===== src/rtl/i2c_target_regfile.sv =====
// I2C target exposing a byte-addressed register file; register 0 is a read-only device ID.
// The bus side supports burst writes and repeated-START burst reads with an auto-incrementing pointer.
module i2c_target_regfile #(
    parameter logic [6:0] DEV_ADDR    = 7'h1D,
    parameter int         NUM_REGS    = 64,
    parameter logic [7:0] DEVID_VALUE = 8'hE5
) (
    input  logic       clk,
    input  logic       rst,
    input  logic       scl_i,
    input  logic       sda_i,
    output logic       sda_oe,
    input  logic       host_we,
    input  logic [7:0] host_addr,
    input  logic [7:0] host_wdata,
    output logic       wr_valid,
    output logic [7:0] wr_addr,
    output logic [7:0] wr_data,
    output logic       busy,
    output logic [3:0] dbg_state
);

    localparam int AW = (NUM_REGS > 2) ? $clog2(NUM_REGS) : 1;

    typedef enum logic [3:0] {
        S_IDLE, S_ADDR, S_ADDR_ACK, S_REG, S_REG_ACK,
        S_WDATA, S_WDATA_ACK, S_RDATA, S_RDATA_ACK, S_WAIT_STOP
    } state_t;

    logic r_scl_s1, r_scl_s2, r_scl_d;
    logic r_sda_s1, r_sda_s2, r_sda_d;
    logic r_start, r_stop, r_rise, r_fall, r_bit;
    logic w_start, w_stop, w_scl_rise, w_scl_fall;

    // Synchronizers idle high so reset never fabricates a bus event.
    assign w_start    = r_scl_s2 & r_scl_d & r_sda_d & ~r_sda_s2;
    assign w_stop     = r_scl_s2 & r_scl_d & ~r_sda_d & r_sda_s2;
    assign w_scl_rise = r_scl_s2 & ~r_scl_d;
    assign w_scl_fall = ~r_scl_s2 & r_scl_d;

    always_ff @(posedge clk) begin
        if (rst) begin
            r_scl_s1 <= 1'b1; r_scl_s2 <= 1'b1; r_scl_d <= 1'b1;
            r_sda_s1 <= 1'b1; r_sda_s2 <= 1'b1; r_sda_d <= 1'b1;
            r_start  <= 1'b0; r_stop   <= 1'b0;
            r_rise   <= 1'b0; r_fall   <= 1'b0; r_bit <= 1'b1;
        end else begin
            r_scl_s1 <= scl_i;    r_scl_s2 <= r_scl_s1; r_scl_d <= r_scl_s2;
            r_sda_s1 <= sda_i;    r_sda_s2 <= r_sda_s1; r_sda_d <= r_sda_s2;
            r_start  <= w_start;  r_stop   <= w_stop;
            r_rise   <= w_scl_rise;
            r_fall   <= w_scl_fall;
            r_bit    <= r_sda_s2;
        end
    end

    state_t          r_state;
    logic [3:0]      r_bitcnt;
    logic [7:0]      r_shift;
    logic [AW-1:0]   r_ptr;
    logic            r_rw;
    logic            r_sda_oe, r_busy, r_wr_valid;
    logic [7:0]      r_wr_addr, r_wr_data;
    logic [7:0]      r_regs [NUM_REGS];
    logic [7:0]      w_byte, w_rdata;
    logic            w_match;
    logic            w_unused_host_hi;

    assign w_byte           = {r_shift[6:0], r_bit};
    assign w_match          = (w_byte[7:1] == DEV_ADDR);
    assign w_rdata          = (r_ptr == '0) ? DEVID_VALUE : r_regs[r_ptr];
    assign w_unused_host_hi = ^host_addr;

    // wr_valid is a one-cycle strobe with no ready: wr_addr/wr_data are valid only while it is high.
    always_ff @(posedge clk) begin
        if (rst) begin
            r_state    <= S_IDLE;
            r_bitcnt   <= 4'd0;
            r_shift    <= 8'd0;
            r_ptr      <= '0;
            r_rw       <= 1'b0;
            r_sda_oe   <= 1'b0;
            r_busy     <= 1'b0;
            r_wr_valid <= 1'b0;
            r_wr_addr  <= 8'd0;
            r_wr_data  <= 8'd0;
            for (int i = 0; i < NUM_REGS; i++) r_regs[i] <= 8'd0;
        end else begin
            r_wr_valid <= 1'b0;
            if (host_we && host_addr[AW-1:0] != '0)
                r_regs[host_addr[AW-1:0]] <= host_wdata;
            if (r_start) begin
                r_state  <= S_ADDR;
                r_bitcnt <= 4'd0;
                r_sda_oe <= 1'b0;
            end else if (r_stop) begin
                r_state  <= S_IDLE;
                r_bitcnt <= 4'd0;
                r_sda_oe <= 1'b0;
                r_busy   <= 1'b0;
            end else begin
                case (r_state)
                    S_ADDR, S_REG, S_WDATA: begin
                        if (r_rise && r_bitcnt != 4'd8) begin
                            r_shift  <= w_byte;
                            r_bitcnt <= r_bitcnt + 4'd1;
                            if (r_bitcnt == 4'd7) begin
                                if (r_state == S_ADDR) begin
                                    r_busy <= w_match;
                                    r_rw   <= w_byte[0];
                                    if (!w_match) r_state <= S_WAIT_STOP;
                                end else if (r_state == S_REG) begin
                                    r_ptr <= w_byte[AW-1:0];
                                end else begin
                                    // Register 0 is read-only: the byte is still ACKed.
                                    if (r_ptr != '0) begin
                                        r_regs[r_ptr] <= w_byte;
                                        r_wr_valid    <= 1'b1;
                                        r_wr_addr     <= 8'(r_ptr);
                                        r_wr_data     <= w_byte;
                                    end
                                    r_ptr <= r_ptr + AW'(1);
                                end
                            end
                        end else if (r_fall && r_bitcnt == 4'd8) begin
                            r_sda_oe <= 1'b1;
                            r_bitcnt <= 4'd0;
                            r_state  <= (r_state == S_ADDR) ? S_ADDR_ACK :
                                        (r_state == S_REG)  ? S_REG_ACK  : S_WDATA_ACK;
                        end
                    end
                    S_ADDR_ACK: begin
                        if (r_fall) begin
                            r_bitcnt <= 4'd0;
                            if (r_rw) begin
                                r_state  <= S_RDATA;
                                r_shift  <= w_rdata;
                                r_sda_oe <= ~w_rdata[7];
                            end else begin
                                r_state  <= S_REG;
                                r_sda_oe <= 1'b0;
                            end
                        end
                    end
                    S_REG_ACK, S_WDATA_ACK: begin
                        if (r_fall) begin
                            r_state  <= S_WDATA;
                            r_sda_oe <= 1'b0;
                        end
                    end
                    S_RDATA: begin
                        if (r_rise && r_bitcnt != 4'd8) begin
                            r_shift  <= {r_shift[6:0], 1'b0};
                            r_bitcnt <= r_bitcnt + 4'd1;
                        end else if (r_fall && r_bitcnt == 4'd8) begin
                            r_sda_oe <= 1'b0;
                            r_ptr    <= r_ptr + AW'(1);
                            r_state  <= S_RDATA_ACK;
                        end else if (r_fall && r_bitcnt != 4'd0) begin
                            r_sda_oe <= ~r_shift[7];
                        end
                    end
                    S_RDATA_ACK: begin
                        if (r_rise && r_bit) begin
                            r_state <= S_WAIT_STOP;
                        end else if (r_fall) begin
                            r_state  <= S_RDATA;
                            r_bitcnt <= 4'd0;
                            r_shift  <= w_rdata;
                            r_sda_oe <= ~w_rdata[7];
                        end
                    end
                    S_IDLE, S_WAIT_STOP: r_sda_oe <= 1'b0;
                    default: r_state <= S_IDLE;
                endcase
            end
        end
    end

    assign sda_oe    = r_sda_oe;
    assign wr_valid  = r_wr_valid;
    assign wr_addr   = r_wr_addr;
    assign wr_data   = r_wr_data;
    assign busy      = r_busy;
    assign dbg_state = r_state;

endmodule


===== config.mk =====
export PLATFORM = sky130hd
export DESIGN_NAME = i2c_target_regfile
export DESIGN_NICKNAME = d
export VERILOG_FILES = /design/src/rtl/i2c_target_regfile.sv
export SDC_FILE = /design/constraint.sdc
export NUM_CORES = 1
export LEC_CHECK = 0
export ABC_AREA = 1
export BUFFER_PORTS_ARGS = -buffer_cell sky130_fd_sc_hd__buf_2
export CELL_PAD_IN_SITES_DETAIL_PLACEMENT = 1
export CELL_PAD_IN_SITES_GLOBAL_PLACEMENT = 1
export CORE_MARGIN = 4
export CORE_UTILIZATION = 49
export DETAILED_ROUTE_END_ITERATION = 8
export MAX_ROUTING_LAYER = met4
export PLACE_DENSITY = 0.89
export SYNTH_ARGS = -nofsm -noshare
export SYNTH_HDL_FRONTEND = slang
export SYNTH_SLANG_ARGS = --single-unit

===== constraint.sdc =====
create_clock -name clk -period 3.2 [get_ports clk]
set_input_delay 0.48 -clock clk [delete_from_list [all_inputs] [get_ports clk]]
set_output_delay 0.48 -clock clk [all_outputs]
set_load 0.03 [all_outputs]

==> metrics <==
outcome=complete, no violations; global-route wire length before repair=179000 um; fillcell total=7250; clock latency on the worst-skew pair=650 ps; Die Ht=257 um; Global Route met3 Usage=0.0779; HPWL after DPL=72000 um; Iter 0 DRT Violations=4283; critical path arrival=3430 ps; Hold Path Class=in2reg; worst path required time=3550 ps; Hold Fails Final Rpt=0; Post-synth EDFFs=512; post-synth cell types=43; crit share post-route=0.965; die area=66200 sq um; max cap viols=0; cts repair resizes=0; vias in the first global route=approximately 30000; Post-Place Worst Slack=208 ps; largest net degree at the start of global routing=129; First-pass DRT Iterations=6; vias per cell=6.61; Total Routing Usage GR=0.361; register area=16500 sq um; Num CTS Buffers=61; CTS hold repair buffers=0; count leader, synth=nand3_1; Max H-tree Level=2; Worst-path clk slew=60 ps; CTS sink count=568; ANT nets after route=0; layout cell share with drive strength beyond 1=0.105; Syn Area/Cell=8.49 sq um; relative slew slack=0.158; critical path class=reg2reg; Setup TNS=0 ps; fin nets=3591; CTS tree=yes; Synth Register Bits=568; I/O pin total=44; crit path capture type=register; final setup vio count=0; Yosys top cell area share=0.505; Post-Route Utilization=0.550; row cnt=91; multi-input logic area=about 12000 sq um; crit path time final=a little over 3000 ps; Mapped Area=30500 sq um; GRT busiest layer=met2; FF-to-FF path depth=13; post-synthesis sequential area ratio=0.542; CTS root buf=clkbuf_16; post-DR wirelength/cell=26.8 um; fin worst setup slack=113 ps; Routability Congestion=0.919; initial antenna violation count=6; Synth Warn #=0; pwr dens=607 nW/um^2; postcts setup bufs=0; post-synthesis cell count=3589; GRT Residual Overflow=0; DRT Wirelength=119000 um; met1 Use GR=0.447; asr flop ratio synth=0; met2 usage in global routing=0.559; Synth area leader=edfxtp_1; total core area=61600 sq um; synthesis-to-finish area growth=11.3%; Hold Path Stages=2; Final Max Tran Viols=0; post-detailed-route DRC marker count=0; vias=29400; crit path max fanout=17; Fmax=0.324 GHz; RSZ-0062 raised after global routing=no; prevailing post-synth register cell=edfxtp_1; Leak=12.0 nW; PortBufs=39; Final Skew=approximately 17 ps; Post-synth top cells=nand3_1 (944), nand2_1 (764), o21ai_0 (531); WHS=19.3 ps; clock tree buffer depth=3; Worst Tran Pin Value=roughly 1300 ps; Die X=257 um; CP Launch Type=register; worst vdd ir=between 0.5 and 0.6 mV; top area cells in the synthesized netlist=edfxtp_1 (50%), nand3_1 (16%), nand2_1 (9.4%), o21ai_0 (8.7%), dfxtp_1 (3.7%); starting density of the core=0.494
[path summary, 6_finish.rpt]
path	slack, ps	end	start
worst max-delay path	110	r_regs[17][2]	r_ptr[5]
worst min-delay path	20	r_sda_s1	sda_i
worst min register to register	420	r_sda_s2	r_sda_s1
worst max register to register	110	r_regs[17][2]	r_ptr[5]
[layout make-up]
class | instances | area share
flip-flops and latches | 568 | 0.487
multi-input cells | 2611 | 0.364
repair buffers | 218 | 0.0511
clock buffers | 87 | 0.0500
well taps | 837 | 0.0309
inverters | 106 | 0.0121
clock inverters | 24 | 0.00487
diodes | 5 | 0.000369
[layer usage]
metal  routed length, um  part of all wire
met2               54900              0.46
met3               13600              0.11
met4                7270             0.061
met1               43500              0.36
met5                   0                 0
[state kept, by name, summed over array words and instances (netlist names), 4 cells and up, named ones only]
register,cells
r_regs,512
r_shift,8
wr_data,8
r_ptr,6
wr_addr,6
dbg_state,4
r_bitcnt,4
[cells by family after synthesis]
group | count (synthesis) | synth area share
other cells | 1 | 0.000123
fa+ha+maj | 4 | 0.00164
simple gates | 2003 | 0.302
xor+xnor | 2 | 0.000575
buf+inv | 411 | 0.0541
compound gates | 600 | 0.0999
flops | 568 | 0.542
[power by group]
group	leakage (nW)	internal (W)	switching [W]	total (W)
Sequential	5.33	0.00850	0.000217	0.00872
Combinational	5.80	0.00108	0.00390	0.00499
Clock	0.904	0.00382	0.00307	0.00689
[cells in the final DEF, fill, tap and decap left out, types with 3 or more instances in the layout]
cell	synthesis	routed
a211oi_1	5	5
a21oi_1	44	44
buf_12	0	14
buf_2	24	31
buf_4	3	173
clkbuf_1	226	21
clkbuf_16	0	63
clkbuf_8	0	3
clkinv_1	9	20
clkinv_2	0	8
dfxtp_1	56	53
diode_2	0	5
edfxtp_1	512	512
ha_1	4	4
inv_1	86	75
inv_2	10	19
nand2_1	764	761
nand2_2	16	19
nand2_4	11	11
nand3_1	944	944
nand3b_1	15	15
nand4_1	38	38
nor2_1	171	171
nor2_4	3	3
nor2_8	3	3
nor3_1	16	16
nor3_2	10	10
o211ai_1	5	5
o21ai_0	531	531
o21ai_1	7	7
or2_2	4	4
[per-stage QoR]
stage / power (W) / instances / instance area (sq um)
3_3_place_gp: 0.0134 / 4340 / 32000
5_1_grt: 0.0211 / 4456 / 33900
4_1_cts: 0.0203 / 4451 / 33900
2_1_floorplan: 0.0115 / 3590 / 30500
6_report: 0.0206 / 4456 / 33900
3_5_place_dp: 0.0135 / 4340 / 32000
[critical path, stage by stage, from the launching register on]
cell	delay [ps]
dfxtp_1	550
inv_2	180
nand2_4	190
nor2_4	60
nand3_4	130
nand2_2	100
inv_2	100
nand4_4	170
nor2_1	200
nand2_1	270
inv_1	180
nand2_1	290
nand2_1	160
buf_4	190
Note: power is estimated with default switching activity, not from simulation.
